<file path="config.mk">
export PLATFORM = sky130hd
export DESIGN_NAME = bcd_count_sequencer
export DESIGN_NICKNAME = d
export VERILOG_FILES = /design/src/rtl/bcd_count_pkg.sv /design/src/rtl/bcd_digit_step.sv /design/src/rtl/bcd_count_sequencer.sv
export SDC_FILE = /design/constraint.sdc
export NUM_CORES = 1
export LEC_CHECK = 0
export ABC_AREA = 1
export CAP_MARGIN = 20
export CORE_MARGIN = 8
export CORE_UTILIZATION = 55
export CTS_CLUSTER_SIZE = 24
export DETAILED_ROUTE_END_ITERATION = 6
export HOLD_SLACK_MARGIN = 0.12
export PLACE_DENSITY_LB_ADDON = 0.15
export SKIP_CTS_REPAIR_TIMING = 1
export SLEW_MARGIN = 20
export SYNTH_ARGS = -nofsm -noshare
export SYNTH_HDL_FRONTEND = slang
export SYNTH_SLANG_ARGS = --single-unit
export TNS_END_PERCENT = 30
</file>
<file path="constraint.sdc">
create_clock -name i_Clk -period 1.7 [get_ports i_Clk]
set_input_delay 0.34 -clock i_Clk [delete_from_list [all_inputs] [get_ports i_Clk]]
set_output_delay 0.34 -clock i_Clk [all_outputs]
set_load 0.02 [all_outputs]
</file>
<file path="src/rtl/bcd_count_pkg.sv">
// Shared encodings for the two-digit BCD count sequencer.
package bcd_count_pkg;

    // Sequencer states; values are fixed so debug probes read consistently.
    typedef enum logic [1:0] {
        S_IDLE = 2'd0,
        S_RUN  = 2'd1,
        S_HOLD = 2'd2
    } state_t;

    // Largest legal value of one BCD digit.
    localparam logic [3:0] BCD_MAX = 4'd9;

endpackage

</file>
<file path="src/rtl/bcd_digit_step.sv">
// Single BCD digit incrementer/decrementer with ripple carry/borrow.
module bcd_digit_step
    import bcd_count_pkg::*;
(
    input  logic [3:0] digit_i,
    input  logic       up_i,
    input  logic       carry_i,
    output logic [3:0] digit_o,
    output logic       carry_o
);

    // Step the digit only when a carry/borrow arrives; wrap inside 0..9.
    always_comb begin
        digit_o = digit_i;
        carry_o = 1'b0;
        if (carry_i) begin
            if (up_i) begin
                if (digit_i >= BCD_MAX) begin
                    digit_o = 4'd0;
                    carry_o = 1'b1;
                end else begin
                    digit_o = digit_i + 4'd1;
                end
            end else begin
                if (digit_i == 4'd0) begin
                    digit_o = BCD_MAX;
                    carry_o = 1'b1;
                end else begin
                    digit_o = digit_i - 4'd1;
                end
            end
        end
    end

endmodule

</file>
<file path="src/rtl/bcd_count_sequencer.sv">
// Two-digit BCD counter arbitrating manual up/down requests against an
// auto-step timer, with a holdoff that pauses auto-stepping after manual use.
module bcd_count_sequencer
    import bcd_count_pkg::*;
#(
    parameter int unsigned TICK_PERIOD   = 500000,
    parameter int unsigned HOLDOFF_TICKS = 4,
    parameter int unsigned CNT_W         = 32
) (
    input  logic       i_Clk,
    input  logic       i_Rst_L,
    input  logic       i_Up,
    input  logic       i_Down,
    input  logic       i_Auto_En,
    input  logic       i_Auto_Dir,
    output logic [3:0] o_Tens,
    output logic [3:0] o_Ones,
    output logic       o_Step,
    output logic       o_Wrap,
    output logic       o_Auto_Active,
    output logic       o_LED_Toggle
);

    localparam int unsigned      HO_W         = $clog2(HOLDOFF_TICKS + 1);
    localparam logic [CNT_W-1:0] TICK_LAST    = CNT_W'(TICK_PERIOD - 1);
    localparam logic [HO_W-1:0]  HOLDOFF_LOAD = HO_W'(HOLDOFF_TICKS);

    state_t           state_q, state_d;
    logic [CNT_W-1:0] timer_q, timer_d;
    logic [HO_W-1:0]  holdoff_q, holdoff_d;
    logic [3:0]       tens_q, ones_q;
    logic             step_q, wrap_q, led_q;

    logic             tick;
    logic             manual_req;
    logic             auto_step;
    logic             step_en;
    logic             step_up;
    logic [3:0]       ones_next, tens_next;
    logic             ones_carry, tens_carry;

    // Up and Down together cancel and also suppress a coincident auto tick.
    assign tick       = (timer_q == TICK_LAST);
    assign manual_req = i_Up ^ i_Down;
    assign auto_step  = tick && (state_q == S_RUN) && !i_Up && !i_Down;
    assign step_en    = manual_req || auto_step;
    assign step_up    = manual_req ? i_Up : i_Auto_Dir;

    bcd_digit_step u_ones (
        .digit_i (ones_q),
        .up_i    (step_up),
        .carry_i (step_en),
        .digit_o (ones_next),
        .carry_o (ones_carry)
    );

    bcd_digit_step u_tens (
        .digit_i (tens_q),
        .up_i    (step_up),
        .carry_i (ones_carry),
        .digit_o (tens_next),
        .carry_o (tens_carry)
    );

    // Timer restarts on manual steps so the next auto step is a full period away.
    always_comb begin
        timer_d = timer_q + CNT_W'(1);
        if (state_q == S_IDLE || manual_req || tick) begin
            timer_d = '0;
        end
    end

    // Next-state and holdoff bookkeeping.
    always_comb begin
        state_d   = state_q;
        holdoff_d = holdoff_q;
        unique case (state_q)
            S_IDLE: begin
                if (i_Auto_En) begin
                    state_d = (holdoff_q == '0) ? S_RUN : S_HOLD;
                end
            end
            S_RUN: begin
                if (!i_Auto_En) begin
                    state_d = S_IDLE;
                end else if (manual_req) begin
                    holdoff_d = HOLDOFF_LOAD;
                    state_d   = S_HOLD;
                end
            end
            S_HOLD: begin
                if (!i_Auto_En) begin
                    state_d   = S_IDLE;
                    holdoff_d = '0;
                end else if (manual_req) begin
                    holdoff_d = HOLDOFF_LOAD;
                end else if (holdoff_q == '0) begin
                    state_d = S_RUN;
                end else if (tick) begin
                    holdoff_d = holdoff_q - HO_W'(1);
                end
            end
            default: begin
                state_d   = S_IDLE;
                holdoff_d = '0;
            end
        endcase
    end

    // State, timer, count and pulse registers.
    always_ff @(posedge i_Clk or negedge i_Rst_L) begin
        if (!i_Rst_L) begin
            state_q   <= S_IDLE;
            timer_q   <= '0;
            holdoff_q <= '0;
            tens_q    <= 4'd0;
            ones_q    <= 4'd0;
            step_q    <= 1'b0;
            wrap_q    <= 1'b0;
            led_q     <= 1'b0;
        end else begin
            state_q   <= state_d;
            timer_q   <= timer_d;
            holdoff_q <= holdoff_d;
            tens_q    <= tens_next;
            ones_q    <= ones_next;
            step_q    <= step_en;
            wrap_q    <= tens_carry;
            if (manual_req) begin
                led_q <= ~led_q;
            end
        end
    end

    assign o_Tens        = tens_q;
    assign o_Ones        = ones_q;
    assign o_Step        = step_q;
    assign o_Wrap        = wrap_q;
    assign o_LED_Toggle  = led_q;
    assign o_Auto_Active = (state_q == S_RUN);

endmodule

</file>
==> results of run 1 <==
## per-layer routing
metal  global-route usage (%)  part of all wire, %  vias up
li1                         -                    -     1637
met1                     22.4                   44     1479
met2                     34.4                   50       81
met3                     3.33                  4.0       12
met4                     7.80                  2.2        0
met5                        0                    0        -
## cell type report
type | instances | area (um^2)
Clock buffer | 7 | 96.3
Multi-Input combinational cell | 376 | 1990
Tap cell | 75 | 93.8
Sequential cell | 48 | 1200
Fill cell | 518 | 1860
Inverter | 66 | 250
Timing Repair Buffer | 51 | 468
## where the power goes
group / internal, mW / total, mW / switching (mW)
combinational: 0.848 / 2.01 / 1.16
sequential: 1.30 / 1.47 / 0.170
clock: 0.363 / 0.742 / 0.379
total: 2.51 / 4.22 / 1.71
## worst paths after layout
check                           slack [ns]                        to  cells after the start                startpoint
worst max-delay path                  0.06     timer_q[21]$_DFF_PN0_                     11      timer_q[0]$_DFF_PN0_
worst max register to register        0.06     timer_q[21]$_DFF_PN0_                     11      timer_q[0]$_DFF_PN0_
min in group asynchronous             0.54     timer_q[11]$_DFF_PN0_                      3                   i_Rst_L
worst min-delay path                  0.48  o_LED_Toggle$_DFFE_PN0N_                      1  o_LED_Toggle$_DFFE_PN0N_
worst min register to register        0.48  o_LED_Toggle$_DFFE_PN0N_                      1  o_LED_Toggle$_DFFE_PN0N_
max in group asynchronous             0.91     o_Ones[0]$_DFFE_PN0P_                      3                   i_Rst_L
## synth_stat cells (2+ instances only)
master / number / area [um^2]
nor2_2: 11 / 68.8
a21oi_1: 7 / 35.0
dfrtp_1: 48 / 1200
nand4_1: 2 / 12.5
nand2_4: 2 / 22.5
o21ai_1: 3 / 15.0
nor2_1: 68 / 255
nand3_1: 40 / 200
ha_1: 14 / 175
nor3_2: 2 / 20.0
buf_6: 3 / 33.8
nand2_1: 147 / 552
o21ai_0: 13 / 65.1
inv_2: 7 / 26.3
xor2_1: 16 / 140
xnor2_1: 2 / 17.5
nand2_2: 11 / 68.8
nor2_4: 6 / 67.6
nor3_1: 22 / 110
inv_1: 58 / 218
## metrics by stage
step                cell area, um^2  total power [mW]
floorplan                      3400              2.74
global placement               3860              3.38
detailed placement             3860              3.43
CTS                            3960              4.20
global route                   4100              4.55
finish                         4100              4.22
## worst max-delay path: cells and delay by family (launching register included)
family | cells | cell delay (ns)
flops | 1 | 0.39
compound gates | 1 | 0.07
fa+ha+maj | 1 | 0.20
buf+inv | 2 | 0.17
simple gates | 7 | 0.71
## registers in the layout, indices dropped and copies added, names as in the netlist
signal,cells
o_Step,1
holdoff_q,3
state_q,2
o_Wrap,1
o_Tens,4
o_Ones,4
timer_q,32
o_LED_Toggle,1
## cells by family (layout without fill, tap and decap cells)
family / after synthesis / count (layout) / share of synthesized area [%]
buffers and inverters: 69 / 124 / 8.34
xor gates and xnor gates: 18 / 18 / 4.63
adders and majority gates: 14 / 14 / 5.15
and+or+nand+nor: 316 / 317 / 42.1
DFF: 48 / 48 / 35.3
AOI/OAI and AO/OA: 27 / 27 / 4.48
==> impl_metrics.ini, run 1 <==
[power]
vdd.ir_drop.worst_v = 0.000909
power.leakage_nw = 1.98
power.density_nw_per_um2 = 1030

[sta]
setup_slack_ns = 0.0564
max_freq_ghz = 0.608
clock_skew_ns = 0.00914
maxSlewViolCount = 0
finalSetupViolations = 0
max_slew.worst_pin.slew_ns = 0.435
final_hold_viol_count = 0
finalCritPeriodShare_pct = 96.7
period_needed_ns = 1.64
final.setup.tns_ns = 0
holdWs_ns = 0.480
timing.slew.headroom_pct = 70.8

[route]
post_drt_via_cell_ratio = 5.15
postRouteAntennaNets = 0
drtPass1Iterations = 7
via_count = 3209
wl_um = 8100
wl_per_cell_um = 13.0
drc_errors = 0
dr.first_iter.drc_count = 180

[floorplan]
die_area_um2 = 8960
ios = 18
die_h_um = 94.7
die_w_um = 94.7
start_util_pct = 57.2
core_um2 = 5960
row_count = 28

[clocking]
h-tree-depth = 2
clock_path_buffers = 2
cts_sinks = 48
insertion_delay_ns = 0.30
cts_tree = yes
path_clk_slew_ns = 0.08
clockRootBuffer = clkbuf_8
cts_buffers = 5

[placement]
buffer_ports.inserted = 17
pre_cts_ws_ns = -0.178
gp_congestion = 0.942
dpl.hpwl_um = 6130
post-place-cells = 609

[flow_run]
drv_cap = 0

[final_layout]
syn2layout_area_growth_pct = 20.4
layout_common_cells = nand2_1, nor2_1, inv_1
stdcell_count = 623
antenna_cells = 0
final_util_pct = 68.8
final_common_cell = nand2_1
drive_above_1_share_pct = 18.8
nNetsFinal = 568

[global_routing]
overflow = 0
grt_usage_pct = 19.3
grt_max_degree = 49
grt_pass1_vias = 3241
antenna_found_initial = 0
grt_pass1_wl_um = 14100

[worst_setup_path]
critical_path_class = flop to flop
start_kind = flop
end_kind = flop
slowest_stage = dfrtp_1
path_max_fanout = 7
slowest_delay_ns = 0.39
path_cells = ha_2, nand2_2, nor2_4, nand3_1, nor2_1, nand2_2, nand2_4, buf_12, inv_2, o21ai_1, nor2_1
crit_arrival_ns = 1.84
required_ns = 1.89

[synth]
synth_edf_count = 0
synthArstFlopShare_pct = 100
synth_ff_type = dfrtp_1
synth-seq-area-share_pct = 35.3
syn_nets = 512
ys_types = 30
netlist_instances = 492
syn-cell-area_um2 = 3400
synth_seq_cells = 48
yosys_warnings = 0
avgSynthCellArea_um2 = 6.92

[worst_hold_path]
hold_class = flop to flop

[status]
status = finished, final reports clean
Power figures use the tool's default switching activity.
==> run 2, diff against run 1 <==
--- a/config.mk
+++ b/config.mk
@@ -12,4 +12,5 @@
 export CTS_CLUSTER_SIZE = 24
 export DETAILED_ROUTE_END_ITERATION = 6
+export GPL_TIMING_DRIVEN = 0
 export HOLD_SLACK_MARGIN = 0.12
 export PLACE_DENSITY_LB_ADDON = 0.15
==> constraint.sdc (replaced) <==
create_clock -name i_Clk -period 1.7 [get_ports i_Clk]
set_input_delay 0.34 -clock i_Clk [delete_from_list [all_inputs] [get_ports i_Clk]]
set_output_delay 0.34 -clock i_Clk [all_outputs]
set_load 0.005 [all_outputs]
==> run 2 against run 1 <==
Wire length is 2.3% lower. Clock skew up 0.0056 ns. Die area is the same. Critical endpoint is now o_Tens[2]. Power down 5.2%. Final cell count decreased by 2.2%. Highest routed layer unchanged.
==> impl_metrics.ini, run 2 (synthesis results as in run 1) <==
[final_layout]
final_common_cell = nand2_1
final_util_pct = 66.8
syn2layout_area_growth_pct = 16.9
n_fill_cell = 533
regMostFlops = timer_q
antenna_cells = 0
drive_above_1_share_pct = 17.0
nNetsFinal = 554
regArea_um2 = 1210
multi_input_area_um2 = 2000
layout_common_cells = nand2_1, nor2_1, inv_1
largest_reg_flops = 32

[power]
power.density_nw_per_um2 = 1000
vdd.ir_drop.worst_v = 0.000826
total_power_mw = 4.00
power.leakage_nw = 1.84

[worst_setup_path]
worst-path-buf-inv = 1
slowest_delay_ns = 0.55
required_ns = 1.36
start_kind = flop
critical_path_class = flop to output pin
crit_family = buffers and inverters
path_max_fanout = 6
slowest_stage = clkdlybuf4s50_1
crit_arrival_ns = 1.32
end_kind = output pin
path_cells = clkdlybuf4s50_1

[sta]
period_needed_ns = 1.66
setup_slack_ns = 0.0422
final_hold_viol_count = 0
timing.slew.headroom_pct = 62.9
max_freq_ghz = 0.603
maxSlewViolCount = 0
holdWs_ns = 0.479
clock_skew_ns = 0.0148
finalCritPeriodShare_pct = 97.5
max_slew.worst_pin.slew_ns = 0.556
rsz0062_at_grt = yes
finalSetupViolations = 0

[floorplan]
die_h_um = 94.7
start_util_pct = 57.2
die_w_um = 94.7
ios = 18
die_area_um2 = 8960
core_um2 = 5960
row_count = 28

[route]
drtPass1Iterations = 7
post_drt_via_cell_ratio = 5.08
postRouteAntennaNets = 0
wl_per_cell_um = 13.0
wl_um = 7920
dr.first_iter.drc_count = 132
drc_errors = 0
via_count = 3095

[clocking]
h-tree-depth = 2
cts_buffers = 5
clockRootBuffer = clkbuf_8
cts_tree = yes
clock_path_buffers = 2
insertion_delay_ns = 0.31
path_clk_slew_ns = 0.08
cts_sinks = 48

[global_routing]
grt_pass1_vias = 2941
overflow = 0
grt_max_degree = 27
antenna_found_initial = 0
grt_usage_pct = 18.0
grt_pass1_wl_um = 13000

[placement]
dpl.hpwl_um = 6000
pre_cts_ws_ns = -0.297
buffer_ports.inserted = 17
gp_congestion = 0.916

[flow_run]
drv_cap = 0

[worst_hold_path]
hold_class = flop to flop

[status]
status = finished, final reports clean
## run 2: changes by cell type in the layout (fill, tap and decap cells not counted), sizes merged
| cell | change |
|---|---|
| buf | -13 |
| clkdlybuf4s50 | +6 |
| dlymetal6s2s | -6 |
| clkbuf | -1 |
| clkinv | +1 |
| nand2 | -1 |
## run 2: final cells by class
cell class                      count  area share, %
Timing Repair Buffer               35           8.05
Sequential cell                    48           30.4
Multi-Input combinational cell    375           50.1
Clock buffer                        6           1.82
Tap cell                           75           2.36
Buffer                              3          0.849
Clock inverter                      1          0.126
Inverter                           66           6.29
## run 2: worst paths after layout
check	start	endpoint	slack [ns]	depth (start not counted)
min reg2reg	holdoff_q[1]$_DFFE_PN0P_	holdoff_q[1]$_DFFE_PN0P_	0.48	2
min in group asynchronous	i_Rst_L	timer_q[9]$_DFF_PN0_	0.54	2
max	o_Tens[2]$_DFFE_PN0P_	o_Tens[2]	0.04	1
min	holdoff_q[1]$_DFFE_PN0P_	holdoff_q[1]$_DFFE_PN0P_	0.48	2
max reg2reg	timer_q[0]$_DFF_PN0_	timer_q[24]$_DFF_PN0_	0.05	9
max in group asynchronous	i_Rst_L	o_Ones[0]$_DFFE_PN0P_	0.59	3
## run 2: metal layers
metal / vias up / wire length (um) / GRT usage, %
li1: 1621 / - / -
met1: 1406 / 3530 / 21.3
met2: 53 / 3940 / 31.1
met3: 15 / 225 / 3.57
met4: 0 / 222 / 7.80
met5: - / 0 / 0
## run 2: per-stage QoR
step                      cell area [um^2]  cells  TNS, ns
after floorplan                       3400    492        0
after global placement                3670    584   -61.33
after detailed placement              3680    585    -7.74
after CTS                             3760    592    -1.12
after global routing                  3980    609   -0.944
final                                 3980    609        0
## run 2: power breakdown
group / internal, mW / switching (mW)
clock: 0.281 / 0.372
combinational: 0.825 / 1.01
sequential: 1.30 / 0.214
==> run 3, diff against run 2 <==
- MAX_ROUTING_LAYER: not set -> met4
==> run 3 against run 2 <==
Worst setup slack gained 0.035 ns. Global-route usage rose by 0.80 points. Wire length fell by 2.0%. Highest routed layer unchanged.
==> impl_metrics.ini, run 3 (synthesis results as in run 1) <==
[final_layout]
multi_input_area_um2 = 1990
final_area_um2 = 3940
final_util_pct = 66.1
stdcell_count = 604
n_fill_cell = 521
regMostFlops = timer_q
nNetsFinal = 549
final_common_cell = nand2_1
antenna_cells = 0
drive_above_1_share_pct = 16.1
regArea_um2 = 1210
syn2layout_area_growth_pct = 15.6
layout_common_cells = nand2_1, nor2_1, inv_1
largest_reg_flops = 32

[clocking]
h-tree-depth = 2
cts_sinks = 48
cts_tree = yes
cts_buffers = 5
insertion_delay_ns = 0.30
path_clk_slew_ns = 0.09
clockRootBuffer = clkbuf_8
clock_path_buffers = 2

[sta]
max_slew.worst_pin.slew_ns = 0.558
setup_slack_ns = 0.0773
period_needed_ns = 1.62
final_hold_viol_count = 0
max_freq_ghz = 0.616
finalCritPeriodShare_pct = 95.5
finalSetupViolations = 0
maxSlewViolCount = 0
clock_skew_ns = 0.00818
rsz0062_at_grt = yes
timing.slew.headroom_pct = 62.8

[floorplan]
die_w_um = 94.7
row_count = 28
core_um2 = 5960
ios = 18
die_h_um = 94.7
start_util_pct = 57.2
die_area_um2 = 8960

[power]
vdd.ir_drop.worst_v = 0.000799
power.density_nw_per_um2 = 1010
power.leakage_nw = 1.79

[route]
drc_errors = 0
post_drt_via_cell_ratio = 5.15
dr.first_iter.drc_count = 147
wl_um = 7760
wl_per_cell_um = 12.8
postRouteAntennaNets = 0
via_count = 3111
drtPass1Iterations = 4

[placement]
dpl.hpwl_um = 6000
pre_cts_ws_ns = -0.300
place_area_um2 = 3680
gp_congestion = 0.918
post-place-cells = 585
buffer_ports.inserted = 17

[worst_setup_path]
slowest_delay_ns = 0.50
crit_family = simple AND/OR/NAND/NOR gates
path_cells = clkdlybuf4s50_1, inv_1, nand2_2, nand2_4, inv_4, nand2_1, nand2_4, nor2_4, nor2_8, nand2_4, nand2_1, nand2_1
path_max_fanout = 7
start_kind = input pin
critical_path_class = input pin to flop
end_kind = flop
worst-path-buf-inv = 3
crit_arrival_ns = 1.82
slowest_stage = clkdlybuf4s50_1
required_ns = 1.90

[global_routing]
grt_pass1_wl_um = 13200
antenna_found_initial = 0
overflow = 0
grt_max_degree = 27
grt_usage_pct = 18.8
grt_pass1_vias = 3056

[flow_run]
drv_cap = 0

[worst_hold_path]
hold_class = flop to flop

[status]
status = finished, final reports clean
[run 3: through the flow]
stage	setup TNS, ns	power, mW	hold WS, ns
floorplan	0	2.61	0.0444
global placement	-61.21	3.11	0.446
detailed placement	-8.27	3.15	0.361
CTS	-0.593	3.83	0.0313
global route	-0.207	4.32	0.492
finish	0	3.97	0.487
[run 3: area by class of cell]
cell class / count / area share (%)
flip-flops and latches: 48 / 30.7
plain buffers: 3 / 0.858
inverters: 66 / 6.36
multi-input cells: 375 / 50.5
well taps: 75 / 2.38
clock buffers: 5 / 1.75
clock inverters: 2 / 0.318
repair buffers: 30 / 7.12
[run 3: worst register-to-register path: cells and delay by family, from the launching register on]
family | cells | cell delay [ns]
buffers and inverters | 2 | 0.33
flip-flops | 1 | 0.39
AND/OR/NAND/NOR | 7 | 0.79
[run 3: final timing paths]
kind / startpoint / to / slack [ns] / depth (start not counted)
min in group asynchronous: i_Rst_L / timer_q[23]$_DFF_PN0_ / 0.56 / 2
worst min-delay path: holdoff_q[1]$_DFFE_PN0P_ / holdoff_q[1]$_DFFE_PN0P_ / 0.49 / 2
worst max-delay path: i_Down / o_Tens[3]$_DFFE_PN0P_ / 0.08 / 12
max in group asynchronous: i_Rst_L / o_Ones[3]$_DFFE_PN0P_ / 0.60 / 3
worst max register to register: timer_q[23]$_DFF_PN0_ / timer_q[8]$_DFF_PN0_ / 0.09 / 9
worst min register to register: holdoff_q[1]$_DFFE_PN0P_ / holdoff_q[1]$_DFFE_PN0P_ / 0.49 / 2
[run 3: layer usage]
| metal | track usage, % | routed length [um] | vias to the layer above |
|---|---|---|---|
| met5 | - | 0 | - |
| met4 | 8.19 | 212 | 0 |
| met3 | 3.41 | 270 | 17 |
| met2 | 31.6 | 3720 | 69 |
| met1 | 21.5 | 3560 | 1423 |
| li1 | - | - | 1602 |
[run 3: power breakdown]
group	internal, mW	switching (mW)	total, mW
clock	0.279	0.376	0.655
sequential	1.30	0.209	1.51
combinational	0.808	0.995	1.80
total	2.39	1.58	3.97
